### config.mk
export PLATFORM = sky130hd
export DESIGN_NAME = frame_sequencer
export DESIGN_NICKNAME = d
export VERILOG_FILES = /design/src/rtl/img_pkg.sv /design/src/rtl/valid_delay.sv /design/src/rtl/frame_sequencer.sv
export SDC_FILE = /design/constraint.sdc
export NUM_CORES = 1
export LEC_CHECK = 0
export BUFFER_PORTS_ARGS = -buffer_cell sky130_fd_sc_hd__buf_4
export CORE_UTILIZATION = 40
export CTS_CLUSTER_DIAMETER = 120
export DETAILED_ROUTE_END_ITERATION = 8
export HOLD_SLACK_MARGIN = 0.06
export MAX_ROUTING_LAYER = met4
export SLEW_MARGIN = 0
export SYNTH_ARGS = -nofsm -noshare
export SYNTH_HDL_FRONTEND = slang
export SYNTH_HIERARCHICAL = 1
export SYNTH_SLANG_ARGS = --single-unit
### constraint.sdc
create_clock -name clk -period 4.1 [get_ports clk]
set_input_delay 0.205 -clock clk [delete_from_list [all_inputs] [get_ports clk]]
set_output_delay 0.205 -clock clk [all_outputs]
set_load 0.01 [all_outputs]
### src/rtl/img_pkg.sv
// Shared definitions for the frame-buffered pixel filters and their sequencer:
// the frame state encoding, default image geometry and sizing helpers.
package img_pkg;

    typedef enum logic [2:0] {
        ST_IDLE  = 3'd0,
        ST_LOAD  = 3'd1,
        ST_GAP   = 3'd2,
        ST_PROC  = 3'd3,
        ST_DRAIN = 3'd4,
        ST_DONE  = 3'd5
    } state_t;

    localparam int DEF_WIDTH = 1080;
    localparam int DEF_DEPTH = 1080;
    localparam int DEF_PIX_W = 8;

    // Pixels per frame.
    function automatic int calc_n(input int width, input int depth);
        return width * depth;
    endfunction

    // Counter width able to hold 0..N inclusive.
    function automatic int calc_cw(input int width, input int depth);
        return $clog2(width * depth + 1);
    endfunction

endpackage

### src/rtl/valid_delay.sv
// LAT-stage shift register carrying a valid flag and its last marker, used to
// line the capture stage up with the filter's result latency. LAT=0 is a
// straight pass-through.
module valid_delay #(
    parameter int LAT = 1
) (
    input  logic clk,
    input  logic rst,
    input  logic in_valid,
    input  logic in_last,
    output logic out_valid,
    output logic out_last
);

    generate
        if (LAT == 0) begin : g_pass
            logic unused_clk_rst;
            assign unused_clk_rst = clk ^ rst;
            assign out_valid      = in_valid;
            assign out_last       = in_last;
        end else if (LAT == 1) begin : g_one
            logic v_q;
            logic l_q;
            // Single stage: last only travels alongside a valid.
            always_ff @(posedge clk) begin
                if (rst) begin
                    v_q <= 1'b0;
                    l_q <= 1'b0;
                end else begin
                    v_q <= in_valid;
                    l_q <= in_valid & in_last;
                end
            end
            assign out_valid = v_q;
            assign out_last  = l_q;
        end else begin : g_shift
            logic [LAT-1:0] v_sr;
            logic [LAT-1:0] l_sr;
            // Multi-stage shift; reset flushes anything in flight.
            always_ff @(posedge clk) begin
                if (rst) begin
                    v_sr <= '0;
                    l_sr <= '0;
                end else begin
                    v_sr <= {v_sr[LAT-2:0], in_valid};
                    l_sr <= {l_sr[LAT-2:0], in_valid & in_last};
                end
            end
            assign out_valid = v_sr[LAT-1];
            assign out_last  = l_sr[LAT-1];
        end
    endgenerate

endmodule

### src/rtl/frame_sequencer.sv
// Drives a frame-buffered filter through load, settle gap and process phases
// and captures its per-cycle result as a framed output stream.
//
// Upstream handshake: a pixel transfers on every rising edge where
// in_valid && in_ready are both high; in_ready is high only in LOAD and does
// not depend on in_valid. in_valid may drop at any time (stall). There is no
// downstream backpressure: out_valid pulses must be taken every cycle.
module frame_sequencer
    import img_pkg::*;
#(
    parameter int  WIDTH = DEF_WIDTH,
    parameter int  DEPTH = DEF_DEPTH,
    parameter int  PIX_W = DEF_PIX_W,
    parameter int  GAP   = 2,
    parameter int  LAT   = 1,
    localparam int CW    = calc_cw(WIDTH, DEPTH)
) (
    input  logic             clk,
    input  logic             rst,
    input  logic             start,
    input  logic             in_valid,
    input  logic [PIX_W-1:0] in_data,
    output logic             in_ready,
    output logic [PIX_W-1:0] filt_pixel,
    output logic             filt_en,
    output logic             filt_en_proc,
    input  logic [PIX_W-1:0] filt_result,
    output logic             out_valid,
    output logic [PIX_W-1:0] out_data,
    output logic             out_last,
    output logic             busy,
    output logic             done,
    output logic [CW-1:0]    pix_count,
    output state_t           state_dbg
);

    localparam int N  = calc_n(WIDTH, DEPTH);
    localparam int AW = $clog2(((GAP > LAT) ? GAP : LAT) + 1);

    localparam logic [CW-1:0] N_C    = CW'(N);
    localparam logic [CW-1:0] N_M1   = CW'(N - 1);
    localparam logic [AW-1:0] GAP_C  = AW'(GAP);
    localparam logic [AW-1:0] LAT_M1 = (LAT > 0) ? AW'(LAT - 1) : '0;

    state_t          state;
    state_t          state_nx;
    logic [CW-1:0]   pix_nx;
    logic [CW-1:0]   pix_inc;
    logic [AW-1:0]   aux_cnt;
    logic [AW-1:0]   aux_nx;
    logic            accept;
    logic            proc_last;
    logic            cap_valid;
    logic            cap_last;

    assign state_dbg = state;

    // Phase counter saturates at N so it can never wrap into a new frame.
    assign pix_inc = (pix_count == N_C) ? N_C : pix_count + CW'(1);

    // Next-state and counter update. pix_count indexes the LOAD/PROC phases;
    // aux_cnt times the GAP and DRAIN phases.
    always_comb begin
        state_nx = state;
        pix_nx   = pix_count;
        aux_nx   = aux_cnt;
        accept   = 1'b0;
        case (state)
            ST_IDLE: begin
                if (start) begin
                    state_nx = ST_LOAD;
                    pix_nx   = '0;
                end
            end
            ST_LOAD: begin
                accept = in_valid && in_ready;
                if (accept) begin
                    pix_nx = pix_inc;
                    if (pix_count == N_M1) begin
                        state_nx = ST_GAP;
                        aux_nx   = '0;
                    end
                end
            end
            ST_GAP: begin
                // The first GAP cycle still carries the final load strobe,
                // so GAP idle cycles follow it before processing starts.
                if (aux_cnt == GAP_C) begin
                    state_nx = ST_PROC;
                    pix_nx   = '0;
                end else begin
                    aux_nx = aux_cnt + AW'(1);
                end
            end
            ST_PROC: begin
                pix_nx = pix_inc;
                if (pix_count == N_M1) begin
                    state_nx = (LAT == 0) ? ST_DONE : ST_DRAIN;
                    aux_nx   = '0;
                end
            end
            ST_DRAIN: begin
                if (aux_cnt == LAT_M1) begin
                    state_nx = ST_DONE;
                end else begin
                    aux_nx = aux_cnt + AW'(1);
                end
            end
            ST_DONE: begin
                state_nx = ST_IDLE;
            end
            default: begin
                state_nx = ST_IDLE;
            end
        endcase
    end

    // State register plus registered control outputs derived from next state.
    always_ff @(posedge clk) begin
        if (rst) begin
            state        <= ST_IDLE;
            pix_count    <= '0;
            aux_cnt      <= '0;
            in_ready     <= 1'b0;
            filt_en      <= 1'b0;
            filt_en_proc <= 1'b0;
            filt_pixel   <= '0;
            busy         <= 1'b0;
            done         <= 1'b0;
        end else begin
            state        <= state_nx;
            pix_count    <= pix_nx;
            aux_cnt      <= aux_nx;
            in_ready     <= (state_nx == ST_LOAD);
            filt_en      <= accept;
            filt_en_proc <= (state_nx == ST_PROC);
            busy         <= (state_nx != ST_IDLE);
            // DONE coincides with the capture of the final pixel, so the
            // pulse lands one cycle after out_last.
            done         <= (state == ST_DONE);
            if (accept) begin
                filt_pixel <= in_data;
            end
        end
    end

    // filt_en_proc is high exactly while in PROC, so pix_count is the index
    // of the pixel being processed in that cycle.
    assign proc_last = filt_en_proc && (pix_count == N_M1);

    valid_delay #(
        .LAT(LAT)
    ) u_align (
        .clk      (clk),
        .rst      (rst),
        .in_valid (filt_en_proc),
        .in_last  (proc_last),
        .out_valid(cap_valid),
        .out_last (cap_last)
    );

    // Capture register: sample the filter result when the aligned valid says
    // it belongs to a processed pixel.
    always_ff @(posedge clk) begin
        if (rst) begin
            out_valid <= 1'b0;
            out_last  <= 1'b0;
            out_data  <= '0;
        end else begin
            out_valid <= cap_valid;
            out_last  <= cap_valid & cap_last;
            if (cap_valid) begin
                out_data <= filt_result;
            end
        end
    end

endmodule

==> impl_metrics.tcl, run 1 <==
set metrics [dict create \
    outcome "finished clean" \
    hold_class "primary input to flop" \
    setup-tns-final_ns 0 \
    grt_pass1_vias 1960 \
    coreArea_mm2 0.00568 \
    drive_gt1_share_pct 26.7 \
    grt_max_degree 37 \
    clock_skew_ns 0.00813 \
    criticalPathCategory "flop to flop" \
    clock_sinks 51 \
    swShare_pct 27.3 \
    synthCells 271 \
    switchingPower_mw 0.255 \
    dp_hpwl_mm 4.13 \
    crit_fanout 16 \
    cellLeakagePower_nw 1.19 \
    relSlewSlack_pct 35.0 \
    antenna_found_initial 0 \
    cp_data_required_time_ns 4.32 \
    fp.dieArea_mm2 0.00635 \
    worstRegToRegCells 5 \
    r2r_start "state_dbg[0]" \
    regToRegEndpoint "pix_count[20]" \
    cts_buffers 5 \
    cts_buffer_depth 2 \
    synth_edf_count 0 \
    hold_path.startpoint "filt_result[6]" \
    power_frac_comb_pct 11.1 \
    ys_seq_area_share_pct 42.3 \
    diodes 0 \
    clk-insertion-delay-late_ns 0.31 \
    maxSlewViolCount 0 \
    period_minus_slack_ns 2.50 \
    die_h_um 79.7 \
    io_buffers 66 \
    cts_max_level 2 \
    wl_mm 5.85 \
    pin_count 67 \
    synth_fp_nets 295 \
    finish.utilization_pct 53.3 \
    synth_warnings 6 \
    ys.flop_type "dfxtp_1" \
    nets 356 \
    grt_pass1_wl_mm 9.60 \
    start_util_pct 42.5 \
    period_share_pct 60.9 \
    avgRoutedWirePerCell_um 14.5 \
    fmax_mhz 400 \
    hold_buffers 0 \
    num-fill-cells 545 \
    peakVddDrop_v 0.000161 \
    areaGrowthSynthToFinish_pct 25.3 \
    drv_cap 0 \
    grt-ovfl-total 0 \
    syn_avg_cell_area_um2 8.91 \
    critPathArrivalTime_ns 2.72 \
    dr.pass1.iters 4 \
    postCtsSetupRepairBufs 0 \
    ant_nets 0 \
    power.density_mw_per_mm2 309 \
    mostFrequentLayoutCell "buf_4" \
    clock_power_share_pct 33.6 \
    setup_violations 0 \
    num_rows 27 \
    ys_ff_latch 51 \
    ctsResizeCount 0 \
    hold_end "out_data[6]" \
    drt_iter0_drc 122 \
    rsz0062_at_grt "no" \
    dr_total_vias 2141 \
    drc_errors 0 \
    critPathCaptureType "flop" \
    gp_congestion 0.822 \
    synthArstFlopShare_pct 0 \
    startpoint_type "flop" \
    hold_depth 3 \
    grt_usage_pct 20.0 \
    vias_per_cell 5.29 \
    r2r_slack_ns 1.60 \
    cts_root_buffer "clkbuf_8" \
    p_int_mw 0.679 \
    fp.dieW_um 79.7 \
    cts_tree "yes" \
    ys_types 56 \
    layout_common_cells "67 x buf_4, 51 x dfxtp_1, 37 x nor2_1" \
    synth.cell_area_mm2 0.00241 \
    worstMarginPinSlew_ns 0.975 \
    clk_pin_slew_worst_paths_ns 0.11 \
    pwr-share-seq_pct 55.3 \
    hold_viol 0 \
]
-- cell families after synthesis --
family                     synth area share, %
adders and majority gates                 2.07
xor gates and xnor gates                  3.27
muxes                                     7.57
buffers and inverters                     5.75
AOI/OAI and AO/OA                         12.0
and+or+nand+nor                           27.0
DFF                                       42.3
-- power by group through the flow --
stage | Sequential (mW) | Combinational [mW] | Clock [mW]
2_1_floorplan | 0.528 | 0.0628 | 0
3_3_place_gp | 0.528 | 0.105 | 0
3_5_place_dp | 0.528 | 0.104 | 0
4_1_cts | 0.517 | 0.105 | 0.324
5_1_grt | 0.519 | 0.114 | 0.349
6_report | 0.517 | 0.104 | 0.314
-- registers in the layout, summed over array words and instances (netlist names), 2 cells and up --
signal / flops
pix_count: 21
out_data: 8
aux_cnt: 2
state_dbg: 3
filt_pixel: 8
-- synth_stat cells (3+ instances only) --
master / instances / share of area [%]
dfxtp_1: 51 / 42
nor2_1: 37 / 5.8
nand2_1: 22 / 3.4
mux2i_1: 16 / 6.6
inv_1: 14 / 2.2
a21oi_1: 11 / 2.3
nor3_1: 9 / 1.9
nand3_1: 8 / 1.7
nor4_1: 8 / 2.1
o21ai_0: 8 / 1.7
xnor2_1: 7 / 2.5
nand4_1: 6 / 1.6
clkbuf_1: 5 / 0.78
and3_1: 4 / 1.0
buf_2: 4 / 0.83
ha_1: 4 / 2.1
and2_1: 3 / 0.78
buf_6: 3 / 1.4
nor2b_1: 3 / 0.78
o22ai_1: 3 / 0.78
-- stage by stage --
stage / instance area (um2) / setup WS (ns) / cells / total power [mW] / hold slack [ns]
2_1_floorplan: 2410 / 2.16 / 271 / 0.591 / 0.277
3_5_place_dp: 2930 / 1.64 / 397 / 0.633 / 0.427
6_report: 3020 / 1.60 / 405 / 0.934 / 0.124
5_1_grt: 3020 / 1.41 / 405 / 0.982 / 0.108
3_3_place_gp: 2930 / 1.76 / 397 / 0.633 / 0.409
4_1_cts: 3020 / 1.65 / 405 / 0.946 / 0.119
-- metal layers --
| layer | wire length (um) | vias to the layer above | GRT usage, % |
|---|---|---|---|
| met4 | 31 | 0 | 5.82 |
| li1 | - | 1082 | - |
| met1 | 2970 | 1012 | 27.2 |
| met3 | 233 | 2 | 4.11 |
| met2 | 2620 | 45 | 29.7 |
| met5 | 0 | - | - |
-- cell type report --
| type | count | area (um2) | share of cell area (%) |
|---|---|---|---|
| Clock buffer | 5 | 68.8 | 2.28 |
| Clock inverter | 3 | 28.8 | 0.952 |
| Inverter | 14 | 52.6 | 1.74 |
| Multi-Input combinational cell | 193 | 1260 | 41.7 |
| Sequential cell | 51 | 1020 | 33.8 |
| Tap cell | 72 | 90.1 | 2.98 |
| Timing Repair Buffer | 67 | 503 | 16.6 |
-- worst max-delay path: stages (launching register included) --
cell and delay (ns):
dfxtp_1 0.68, nand3_1 0.21, a311oi_2 0.89, and3_1 0.28, a41oi_1 0.12, nor4_1 0.24
-- worst max-delay path by stage --
stage / start / to / depth (start not counted)
finish: state_dbg[0] / pix_count[20] / 5
global route: state_dbg[0] / pix_count[20] / 5
CTS: state_dbg[0] / pix_count[20] / 5
detailed placement: state_dbg[0] / pix_count[20] / 5
global placement: state_dbg[0] / pix_count[20] / 5
floorplan: pix_count[1] / busy / 6
Power figures use the tool's default switching activity.
==> inputs of run 2 (changes only) <==
- ABC_AREA: not set -> 1
- PLACE_DENSITY: not set -> 0.66
- clock period: 4.1 -> 2.15 ns (I/O delays scaled with it)
==> impl_metrics.tcl, run 2 <==
set metrics [dict create \
    layout_common_cells "100 x nand2_1, 97 x nor2_1, 71 x buf_4" \
    vias_per_cell 4.74 \
    cts_tree "yes" \
    dr.pass1.iters 4 \
    grt_usage_pct 21.2 \
    hold_ws_ns 0.117 \
    dr_total_vias 2610 \
    worstRegToRegCells 8 \
    start_util_pct 42.1 \
    fp.dieArea_mm2 0.00662 \
    startpoint "pix_count[1]" \
    grt-ovfl-total 0 \
    critPathArrivalTime_ns 1.88 \
    criticalPathCategory "flop to flop" \
    hold_class "primary input to flop" \
    cts_root_buffer "clkbuf_8" \
    coreArea_mm2 0.00599 \
    yosysMostFrequentCell "nand2_1" \
    gp_congestion 0.899 \
    drt_iter0_drc 96 \
    maxSlewViolCount 0 \
    hold_path.startpoint "rst" \
    ys_top_cells_by_area "dfxtp_1 40%, nand2_1 15%, nor2_1 14%" \
    grt_max_degree 21 \
    synth_edf_count 0 \
    r2r_slack_ns 0.46 \
    synth_warnings 6 \
    cts_buffers 5 \
    rsz0062_at_grt "no" \
    grt_pass1_vias 2427 \
    fmax_mhz 593 \
    ant_nets 0 \
    drive_gt1_share_pct 19.5 \
    ys_types 26 \
    clock_skew_ns 0.00597 \
    fin_area_mm2 0.00337 \
    nets 499 \
    cts_max_level 2 \
    drc_errors 0 \
    power.density_mw_per_mm2 538 \
    yosysTopAreaCell "dfxtp_1" \
    drv_cap 0 \
    avgRoutedWirePerCell_um 11.4 \
    synth_fp_nets 412 \
    grt_pass1_wl_mm 10.6 \
    critPathCaptureType "flop" \
    ys.flop_type "dfxtp_1" \
    syn_avg_cell_area_um2 6.50 \
    num_rows 28 \
    io_buffers 66 \
    pin_count 67 \
    period_share_pct 78.5 \
    wl_mm 6.27 \
    ys_seq_area_share_pct 40.5 \
    mostFrequentLayoutCell "nand2_1" \
    hold_depth 2 \
    clk_pin_slew_worst_paths_ns 0.11 \
    hold_buffers 16 \
    cp_data_required_time_ns 2.34 \
    synth_common_cells "100 x nand2_1, 97 x nor2_1, 51 x dfxtp_1, 37 x inv_1, 23 x o21ai_0" \
    worstMarginPinSlew_ns 0.436 \
    areaGrowthSynthToFinish_pct 33.6 \
    post_dp_cell_area_mm2 0.00311 \
    startpoint_type "flop" \
    antenna_found_initial 0 \
    period_minus_slack_ns 1.69 \
    synth.cell_area_mm2 0.00252 \
    fp.dieW_um 81.4 \
    cts_buffer_depth 2 \
    synthArstFlopShare_pct 0 \
    die_h_um 81.4 \
    top_regs "pix_count: 21 flops, filt_pixel: 8 flops, out_data: 8 flops" \
    postCtsSetupRepairBufs 0 \
    yosysTopAreaCellShare_pct 40.5 \
    setup_violations 0 \
    synthCells 388 \
    ctsResizeCount 0 \
    ys_ff_latch 51 \
    setup-tns-final_ns 0 \
    hold_end "u_align/out_last" \
    largest_reg_flops 21 \
    regToRegEndpoint "busy" \
    clock_sinks 51 \
    peakVddDrop_v 0.000360 \
    r2r_start "pix_count[1]" \
    outcome "finished clean" \
    hold_viol 0 \
    crit_fanout 5 \
    clk-insertion-delay-late_ns 0.31 \
    relSlewSlack_pct 70.8 \
    diodes 0 \
    top_register "pix_count" \
    cellLeakagePower_nw 1.55 \
    dp_hpwl_mm 4.59 \
]
run 2: cell type report:
class	count	area, um2
inverter	43	161
clock buffer	5	68.8
multi-input combinational	287	1300
timing repair buffer	87	693
fill	575	2620
tap	75	93.8
sequential	51	1020
clock inverter	3	27.5
run 2: power by group:
| group | switching [mW] | total (mW) | internal, mW |
|---|---|---|---|
| Sequential | 0.0159 | 0.979 | 0.963 |
| Clock | 0.359 | 0.599 | 0.240 |
| Combinational | 0.130 | 0.234 | 0.105 |
run 2: cell families after synthesis:
| family | after synthesis | share of synthesized area [%] |
|---|---|---|
| AND/OR/NAND/NOR | 238 | 39.8 |
| flip-flops | 51 | 40.5 |
| buffers and inverters | 50 | 7.79 |
| AO/OA/AOI/OAI | 38 | 7.54 |
| XOR/XNOR | 7 | 2.43 |
| adder cells (fa/ha/maj) | 4 | 1.99 |
run 2: critical path, cell delays in order, from the launching register on:
cell and delay, ns:
dfxtp_1 0.41, ha_1 0.19, nand3_1 0.17, nor2_1 0.17
nand3_1 0.22, nand2_1 0.11, nand3_1 0.12, nand2_1 0.10
nand3_1 0.07
run 2: how the worst max path moves through the flow:
stage / to / slack, ns / depth (start not counted)
6_report: busy / 0.46 / 8
5_1_grt: pix_count[8] / 0.24 / 9
4_1_cts: busy / 0.45 / 8
3_5_place_dp: busy / 0.48 / 8
3_3_place_gp: pix_count[4] / 0.51 / 8
2_1_floorplan: pix_count[18] / 0.64 / 10
run 2: metal layers:
metal / vias to the layer above / routed length (um) / track usage [%]
met4: 0 / 34 / 5.00
li1: 1383 / - / -
met5: - / 0 / -
met2: 80 / 2880 / 35.2
met3: 4 / 318 / 4.04
met1: 1143 / 3030 / 26.4
run 2: metrics by stage:
step	util, %	setup slack, ns	std cells	power (mW)
final	56.2	0.463	551	1.81
after global routing	56.2	0.244	551	1.90
after CTS	56.2	0.453	551	1.83
after detailed placement	52.0	0.477	527	1.21
after global placement	52.0	0.508	527	1.21
after floorplan	-	0.643	388	1.12
==> inputs of run 3 (changes only) <==
- clock period: 2.15 -> 1.41 ns (I/O delays scaled with it)
==> impl_metrics.tcl, run 3 (synthesis gave the netlist of run 2 again) <==
set metrics [dict create \
    dr.pass1.iters 4 \
    dr_total_vias 3071 \
    nets 577 \
    num-fill-cells 448 \
    clock_sinks 51 \
    cp_data_required_time_ns 1.63 \
    seq_area_mm2 0.00106 \
    fp.dieW_um 81.4 \
    path_buf_inv 2 \
    criticalPathCategory "flop to flop" \
    pin_count 67 \
    drv_cap 0 \
    worstMarginPinSlew_ns 0.345 \
    max_stage_delay_ns 0.39 \
    cts_tree "yes" \
    multiInputGateArea_mm2 0.00167 \
    cts_buffers 5 \
    drive_gt1_share_pct 48.7 \
    areaGrowthSynthToFinish_pct 75.6 \
    cp_slowest_cell "dfxtp_4" \
    path_cells "inv_2, ha_1, nand3_1, nor2_2, nand3_2, nand2_2, nand2_1, nand2_2, clkbuf_16, nor2_1" \
    clock_skew_ns 0.00583 \
    setup-tns-final_ns -0.902 \
    avgRoutedWirePerCell_um 13.3 \
    drc_errors 0 \
    fp.dieArea_mm2 0.00662 \
    grt_max_degree 20 \
    antenna_found_initial 0 \
    start_util_pct 42.1 \
    hold_viol 0 \
    top_regs "pix_count: 21 flops, filt_pixel: 8 flops, out_data: 8 flops" \
    top_register "pix_count" \
    mostFrequentLayoutCell "buf_4" \
    setup_violations 17 \
    wl_mm 8.38 \
    worst_slack_ns -0.0849 \
    grt-ovfl-total 0 \
    dp_hpwl_mm 5.26 \
    coreArea_mm2 0.00599 \
    startpoint_type "flop" \
    outcome "finished, violations left" \
    post_dp_cell_area_mm2 0.00360 \
    critPathArrivalTime_ns 1.72 \
    die_h_um 81.4 \
    io_buffers 66 \
    critPathCaptureType "flop" \
    cp_top_family "simple AND/OR/NAND/NOR gates" \
    grt_pass1_vias 2752 \
    vias_per_cell 4.88 \
    diodes 0 \
    fmax_mhz 669 \
    hold_class "primary input to flop" \
    cts_max_level 2 \
    crit_top_cell "nand2_2" \
    drt_iter0_drc 195 \
    layout_common_cells "140 x buf_4, 78 x nand2_1, 66 x nor2_1" \
    rsz0062_at_grt "yes" \
    peakVddDrop_v 0.000520 \
    period_share_pct 106 \
    period_minus_slack_ns 1.49 \
    clk_pin_slew_worst_paths_ns 0.11 \
    crit_fanout 5 \
    largest_reg_flops 21 \
    clk-insertion-delay-late_ns 0.32 \
    cellLeakagePower_nw 2.03 \
    fin_area_mm2 0.00443 \
    ant_nets 0 \
    cts_root_buffer "clkbuf_8" \
    num_rows 28 \
    grt_usage_pct 24.1 \
    cts_buffer_depth 2 \
    grt_pass1_wl_mm 12.0 \
    relSlewSlack_pct 76.8 \
    gp_congestion 0.864 \
    violations "setup timing" \
    maxSlewViolCount 0 \
    power.density_mw_per_mm2 686 \
]
==> run 3: layer usage <==
| metal | wire [um] | part of all wire (%) | track usage, % | up-vias |
|---|---|---|---|---|
| met3 | 392 | 4.7 | 4.04 | 17 |
| met2 | 4310 | 51 | 43.6 | 96 |
| met4 | 197 | 2.4 | 6.25 | 0 |
| met5 | 0 | 0 | - | - |
| li1 | - | - | - | 1543 |
| met1 | 3480 | 42 | 27.2 | 1415 |
==> run 3: per-stage QoR <==
stage                     instances  setup WS, ns  util (%)  total power, mW  hold WS (ns)
final                           629       -0.0849      73.9             3.04         0.137
after detailed placement        589        -0.129      60.1             1.93         0.298
after global routing            629        -0.157      73.9             3.12         0.137
after floorplan                 388       0.00659         -             1.71         0.137
after global placement          589       -0.0830      60.1             1.93         0.291
after CTS                       617       -0.0405      66.7             2.93         0.110
==> run 3: power breakdown <==
group,internal [mW],switching [mW]
sequential,1.46,0.0311
combinational,0.301,0.287
clock,0.371,0.584
total,2.13,0.902
==> run 3: worst paths after layout <==
path | start | endpoint | slack, ns | cells after the start
worst max register to register | pix_count[0] | pix_count[2] | -0.08 | 10
worst max-delay path | pix_count[0] | pix_count[2] | -0.08 | 10
worst min register to register | u_align/out_last | out_last | 0.42 | 2
worst min-delay path | rst | state_dbg[1] | 0.14 | 4
==> run 3: what timing repair did <==
item                       4_1_cts  5_1_grt
gates cloned                     0        2
hold endpoints to repair        16        0
gates resized for setup         42       97
hold buffers                    16        0
setup endpoints to repair       38       39
pin swaps                       13       29
buffers inserted                 4       10
==> run 3: area by class of cell <==
type                    instances  area share, %
clock inverters                 3          0.593
repair buffers                164           29.9
clock buffers                   5           1.55
well taps                      75           2.12
flip-flops and latches         51           23.9
inverters                      43           4.01
repair inverters                1          0.170
multi-input cells             287           37.7
==> run 3: worst reg2reg max path: cells and delay by family (launching register included) <==
| family | cells | cell delay (ns) |
|---|---|---|
| adders and majority gates | 1 | 0.14 |
| and+or+nand+nor | 7 | 0.66 |
| DFF | 1 | 0.39 |
| buffers and inverters | 2 | 0.22 |
